$ cat src/rtl/mips_ctrl_pkg.sv
// Shared encodings for the multicycle MIPS main control and the ALU control unit.
package mips_ctrl_pkg;

  localparam logic [5:0] OP_RTYPE = 6'b000000;
  localparam logic [5:0] OP_LW    = 6'b100011;
  localparam logic [5:0] OP_SW    = 6'b101011;
  localparam logic [5:0] OP_BEQ   = 6'b000100;
  localparam logic [5:0] OP_J     = 6'b000010;
  localparam logic [5:0] OP_ADDI  = 6'b001000;

  localparam logic [3:0] S_FETCH     = 4'd0;
  localparam logic [3:0] S_DECODE    = 4'd1;
  localparam logic [3:0] S_MEM_ADDR  = 4'd2;
  localparam logic [3:0] S_MEM_READ  = 4'd3;
  localparam logic [3:0] S_MEM_WB    = 4'd4;
  localparam logic [3:0] S_MEM_WRITE = 4'd5;
  localparam logic [3:0] S_EXECUTE   = 4'd6;
  localparam logic [3:0] S_R_WB      = 4'd7;
  localparam logic [3:0] S_BRANCH    = 4'd8;
  localparam logic [3:0] S_JUMP      = 4'd9;
  localparam logic [3:0] S_ADDI_EX   = 4'd10;
  localparam logic [3:0] S_ADDI_WB   = 4'd11;

  localparam logic [1:0] ALUOP_ADD   = 2'b00;
  localparam logic [1:0] ALUOP_SUB   = 2'b01;
  localparam logic [1:0] ALUOP_FUNCT = 2'b10;

  typedef struct packed {
    logic       pc_write;
    logic       pc_write_cond;
    logic       iord;
    logic       mem_read;
    logic       mem_write;
    logic       ir_write;
    logic       mem_to_reg;
    logic       reg_dst;
    logic       reg_write;
    logic       alu_src_a;
    logic [1:0] alu_src_b;
    logic [1:0] alu_op;
    logic [1:0] pc_source;
    logic       instr_done;
  } ctrl_t;

endpackage

$ cat src/rtl/mips_ctrl_decode.sv
// State -> control word decode; reset forces the whole word to zero.
module mips_ctrl_decode
  import mips_ctrl_pkg::*;
(
  input  logic [3:0] state,
  input  logic       mem_ready,
  input  logic       rst,
  output ctrl_t      ctrl
);

  always_comb begin
    ctrl = '0;
    if (!rst) begin
      case (state)
        S_FETCH: begin
          ctrl.mem_read  = 1'b1;
          ctrl.alu_src_b = 2'b01;
          ctrl.alu_op    = ALUOP_ADD;
          // IR and PC only advance once the fetch read actually returns
          ctrl.ir_write  = mem_ready;
          ctrl.pc_write  = mem_ready;
        end
        S_DECODE: begin
          ctrl.alu_src_b = 2'b11;
          ctrl.alu_op    = ALUOP_ADD;
        end
        S_MEM_ADDR, S_ADDI_EX: begin
          ctrl.alu_src_a = 1'b1;
          ctrl.alu_src_b = 2'b10;
          ctrl.alu_op    = ALUOP_ADD;
        end
        S_MEM_READ: begin
          ctrl.mem_read = 1'b1;
          ctrl.iord     = 1'b1;
        end
        S_MEM_WB: begin
          ctrl.reg_write  = 1'b1;
          ctrl.mem_to_reg = 1'b1;
          ctrl.instr_done = 1'b1;
        end
        S_MEM_WRITE: begin
          ctrl.mem_write  = 1'b1;
          ctrl.iord       = 1'b1;
          ctrl.instr_done = mem_ready;
        end
        S_EXECUTE: begin
          ctrl.alu_src_a = 1'b1;
          ctrl.alu_op    = ALUOP_FUNCT;
        end
        S_R_WB: begin
          ctrl.reg_write  = 1'b1;
          ctrl.reg_dst    = 1'b1;
          ctrl.instr_done = 1'b1;
        end
        S_BRANCH: begin
          ctrl.alu_src_a     = 1'b1;
          ctrl.alu_op        = ALUOP_SUB;
          ctrl.pc_write_cond = 1'b1;
          ctrl.pc_source     = 2'b01;
          ctrl.instr_done    = 1'b1;
        end
        S_JUMP: begin
          ctrl.pc_write   = 1'b1;
          ctrl.pc_source  = 2'b10;
          ctrl.instr_done = 1'b1;
        end
        S_ADDI_WB: begin
          ctrl.reg_write  = 1'b1;
          ctrl.instr_done = 1'b1;
        end
        default: ctrl = '0;
      endcase
    end
  end

endmodule

$ cat src/rtl/mips_multicycle_main_control.sv
// Multicycle MIPS main control FSM: state register, next-state logic, opcode legality.
module mips_multicycle_main_control
  import mips_ctrl_pkg::*;
#(
  parameter int ENABLE_ADDI = 1
) (
  input  logic       clk,
  input  logic       rst,
  input  logic [5:0] opcode,
  input  logic       mem_ready,
  output logic       PCWrite,
  output logic       PCWriteCond,
  output logic       IorD,
  output logic       MemRead,
  output logic       MemWrite,
  output logic       IRWrite,
  output logic       MemtoReg,
  output logic       RegDst,
  output logic       RegWrite,
  output logic       ALUSrcA,
  output logic [1:0] ALUSrcB,
  output logic [1:0] ALUOp,
  output logic [1:0] PCSource,
  output logic [3:0] state,
  output logic       instr_done,
  output logic       illegal_op
);

  logic [3:0] state_q, state_d;
  logic       legal;
  ctrl_t      ctrl;

  always_comb begin
    case (opcode)
      OP_RTYPE, OP_LW, OP_SW, OP_BEQ, OP_J: legal = 1'b1;
      OP_ADDI: legal = (ENABLE_ADDI != 0);
      default: legal = 1'b0;
    endcase
  end

  always_comb begin
    state_d = S_FETCH;
    case (state_q)
      S_FETCH:     state_d = mem_ready ? S_DECODE : S_FETCH;
      S_DECODE: begin
        if (!legal)                 state_d = S_FETCH;
        else if (opcode == OP_RTYPE) state_d = S_EXECUTE;
        else if (opcode == OP_BEQ)   state_d = S_BRANCH;
        else if (opcode == OP_J)     state_d = S_JUMP;
        else if (opcode == OP_ADDI)  state_d = S_ADDI_EX;
        else                         state_d = S_MEM_ADDR;
      end
      S_MEM_ADDR:  state_d = (opcode == OP_LW) ? S_MEM_READ : S_MEM_WRITE;
      S_MEM_READ:  state_d = mem_ready ? S_MEM_WB : S_MEM_READ;
      S_MEM_WRITE: state_d = mem_ready ? S_FETCH : S_MEM_WRITE;
      S_EXECUTE:   state_d = S_R_WB;
      S_ADDI_EX:   state_d = S_ADDI_WB;
      default:     state_d = S_FETCH;
    endcase
  end

  always_ff @(posedge clk or posedge rst) begin
    if (rst) state_q <= S_FETCH;
    else     state_q <= state_d;
  end

  mips_ctrl_decode u_decode (
    .state     (state_q),
    .mem_ready (mem_ready),
    .rst       (rst),
    .ctrl      (ctrl)
  );

  // Illegal opcodes retire straight out of DECODE
  assign illegal_op  = !rst && (state_q == S_DECODE) && !legal;
  assign instr_done  = ctrl.instr_done | illegal_op;
  assign state       = state_q;
  assign PCWrite     = ctrl.pc_write;
  assign PCWriteCond = ctrl.pc_write_cond;
  assign IorD        = ctrl.iord;
  assign MemRead     = ctrl.mem_read;
  assign MemWrite    = ctrl.mem_write;
  assign IRWrite     = ctrl.ir_write;
  assign MemtoReg    = ctrl.mem_to_reg;
  assign RegDst      = ctrl.reg_dst;
  assign RegWrite    = ctrl.reg_write;
  assign ALUSrcA     = ctrl.alu_src_a;
  assign ALUSrcB     = ctrl.alu_src_b;
  assign ALUOp       = ctrl.alu_op;
  assign PCSource    = ctrl.pc_source;

endmodule

$ cat config.mk
export PLATFORM = sky130hd
export DESIGN_NAME = mips_multicycle_main_control
export DESIGN_NICKNAME = d
export VERILOG_FILES = /design/src/rtl/mips_ctrl_pkg.sv /design/src/rtl/mips_ctrl_decode.sv /design/src/rtl/mips_multicycle_main_control.sv
export SDC_FILE = /design/constraint.sdc
export NUM_CORES = 1
export LEC_CHECK = 0
export ABC_AREA = 1
export BUFFER_PORTS_ARGS = -buffer_cell sky130_fd_sc_hd__buf_4
export CORE_UTILIZATION = 38
export DETAILED_ROUTE_END_ITERATION = 16
export PLACE_DENSITY_LB_ADDON = 0.25
export SETUP_SLACK_MARGIN = 0.1
export SYNTH_ARGS = -nofsm -noshare
export SYNTH_HDL_FRONTEND = slang
export SYNTH_SLANG_ARGS = --single-unit
$ cat constraint.sdc
create_clock -name clk -period 3.7 [get_ports clk]
set_input_delay 0.74 -clock clk [delete_from_list [all_inputs] [get_ports clk]]
set_output_delay 0.74 -clock clk [all_outputs]
set_load 0.01 [all_outputs]
==> summary by stage <==
Yosys
The cell count after synthesis is 108. After synthesis the cells add up to 587 sq um. For this run, the number of Yosys warnings is 0.

Each instance of the synthesized netlist takes up on average 5.43 sq um. The number of nets produced by synthesis is 117. Yosys mapped the design onto 21 distinct sky130hd cell types. In this run, synthesis produced a sequential element count of 4.

Of the synthesized area, sequential elements account for 0.171.

Clock tree
In this run, CTS created clock tree buffers numbering 3. The post-CTS setup buffer count is 0. The later pin in the worst-skew pair is clocked with a latency of 250 ps. The number of gates resized after CTS was 0.

The longest clock path from root to sink contains 2 buffers. In this run the clock root is driven by a sky130_fd_sc_hd__clkbuf_4. In this run, post-CTS hold repair placed 0 buffers. TritonCTS built the clock tree. After clock tree synthesis, the clock-pin slew on the worst setup and hold paths is 40 ps.

The total clock sinks is 4. CTS built an H-tree with a depth of 1.

Worst setup path
The required time of the critical path is 2960 ps. The setup check on the worst reg-to-reg path leaves a slack of 2510 ps. The launch instance of the worst register-to-register path is state[0]. The category of the worst setup path capture point is a primary output. The path depth of the worst reg2reg path is 6. The endpoint identified for the worst register-to-register timing path is state[1]. The critical path starts at opcode[5].

The nature of the critical path startpoint is an input pin. The worst setup path endpoint is instr_done. The arrival time of data at the critical path endpoint is 1630 ps. In this run the worst path has a maximum fanout of 5. By startpoint and endpoint, the worst setup path is classified as in -> out.

Timing
Setup repair after global routing left no endpoint under its margin. Timing would allow up to 422 MHz. Summed over all failing endpoints, the final setup total negative slack is 0 ps. The total count of hold-check failures in the final report came to 0. For the pin with the worst max-slew slack, the measured transition is 271 ps. Hold is met by 494 ps. The worst clock skew on the final layout is 9.99 ps.

The post-route clock period utilization is 0.640. The least setup slack across all paths after layout is 1330 ps. The count of final setup violators is 0. The routed design could run at a clock period as short as 2370 ps.

The worst pin sits at a relative slew slack of 0.819. The final count of pins violating max slew was 0.

Placement
OpenSTA, run right after detailed placement, puts the worst setup slack at 1340 ps. Counting tap cells, the placed design contains a total of 150 instances. The HPWL after detailed placement is 1.25 mm. The final weighted congestion of routability-driven global placement is 0.780. The count of buffers added on input and output ports is 30.

Finish
The area used by multi-input combinational logic is 397 sq um. The total number of nets in the final design is 149. The layout has 149 filler cells. The share of post-route cells with drive strength above 1 is 0.341. The flip-flop count of the largest register after layout is 4. Compared with the post-synthesis result, the final layout area differs by 42.2%. The post-route non-filler standard cell count is 153.

The sequential cells in the finished layout cover a total of 100 sq um. The number of antenna diodes in the final layout is 0.

Run status
The run finished with clean final reports.

Route
The number of routed nets with antenna violations is 0. The number of DRC violations after detailed-routing iteration 0 is 9. For this run, the detailed router's first-pass iteration total came to 4.

After detailed routing, the number of remaining DRC violations is 0. After detailed routing, the number of vias per cell comes to 4.76. Detailed routing placed a total of 787 um of wire on met2.

The final wirelength is 1.47 mm. After detailed routing, the average wire length per cell comes to 9.61 um. The total met3 wirelength after detailed routing is 71 um. The highest metal layer used by the detailed router is met4. The final route contains 729 vias. In the final routing, the length of wire on met1 measures 594 um.

Run
The number of max-capacitance violations reported is 0.

Hold path
The worst hold path belongs to the class in -> async.

Die
The core region is 0.00137 sq mm. The die outline area is 0.00171 sq mm. Pin placement for this block handled 31 I/O pins. The floorplan step set the die width to 41.3 um. The initial utilization of the core area, before any placement, comes to 0.429. The floorplan has 13 rows. The vertical die dimension is 41.3 um.

Power and ir drop
Of the total power, the share spent switching nets is 0.387. The clock share of power is 0.292. IR analysis of the VDD net gives a maximum drop of 0.175 mV. The power per cell area is 232 mW/mm^2. Of the total power, combinational logic draws 0.438.

Of the total power, registers draw 0.271. The leakage power figure is 0.504 nW. The internal power consumption is 0.119 mW. For this design the total switching power over the nets is 0.0751 mW.

Global route
For this run, the total global-route usage over all layers was measured as 0.199. The via count of the first global-routing pass was 588. The first global-routing pass estimated 2.19 mm of wire. The final global-route overflow total is 0.

Entering global routing, the biggest net connects 19 pins. The initial antenna violation count is 0.
routing by layer:
| metal | track usage | up-vias |
|---|---|---|
| met5 | 0 | - |
| met4 | 0.121 | 0 |
| met3 | 0.0160 | 2 |
| met2 | 0.383 | 21 |
| met1 | 0.205 | 314 |
| li1 | - | 392 |
cells in the final DEF (no fill, tap or decap), drive strengths merged:
cell,count
nand2,29
nor3,1
nor2,28
buf,30
a21oi,5
nand3,14
inv,18
clkbuf,3
clkinv,1
nand4,1
a31oi,1
dfrtp,4
o21ai,3
critical path: stages:
cell and delay, ps:
sky130_fd_sc_hd__buf_4 110, sky130_fd_sc_hd__nor2_1 230, sky130_fd_sc_hd__nand3_1 160, sky130_fd_sc_hd__nand2_1 80, sky130_fd_sc_hd__inv_1 40, sky130_fd_sc_hd__nand3_1 70, sky130_fd_sc_hd__nand2_1 50, sky130_fd_sc_hd__buf_4 140
area by class of cell:
cell class              instances  area share
clock buffers                   3      0.0270
inverters                      19      0.0855
multi-input cells              82       0.475
flip-flops and latches          4       0.120
well taps                      15      0.0225
repair buffers                 30       0.270
power groups by stage:
stage	clock (mW)	combinational [mW]	sequential [mW]
2_1_floorplan	0	0.0497	0.0538
3_3_place_gp	0	0.0846	0.0528
3_5_place_dp	0	0.0853	0.0531
4_1_cts	0.0580	0.0857	0.0525
5_1_grt	0.0600	0.0942	0.0530
6_report	0.0566	0.0849	0.0525
cells by family after synthesis:
kind of cell           count (synthesis)  synth area share
AOI/OAI and AO/OA                      9            0.0917
DFF                                    4             0.171
and+or+nand+nor                       73             0.584
buffers and inverters                 22             0.153
through the flow:
step,power [mW],utilization,cell area [sq um]
after floorplan,0.104,-,587
after global placement,0.137,0.594,812
after detailed placement,0.138,0.594,812
after CTS,0.196,0.611,835
after global routing,0.207,0.611,835
final,0.194,0.611,835
how the worst min path moves through the flow:
stage	start	to
final	rst	state[0]
after global routing	rst	state[0]
after CTS	rst	state[0]
after detailed placement	state[0]	state[3]
after global placement	state[0]	state[3]
after floorplan	rst	state[0]
cell usage after synthesis, drive strengths merged:
| cell | count | share of area |
|---|---|---|
| dfrtp | 4 | 0.17 |
| clkbuf | 1 | 0.0064 |
| nand4 | 1 | 0.011 |
| a21oi | 5 | 0.049 |
| nor3 | 1 | 0.0085 |
| nand2 | 29 | 0.21 |
| nor2 | 28 | 0.24 |
| o21ai | 3 | 0.032 |
| inv | 18 | 0.12 |
| a31oi | 1 | 0.011 |
| buf | 2 | 0.026 |
| nand3 | 14 | 0.12 |
| clkinv | 1 | 0.0064 |
Power figures use the tool's default switching activity.
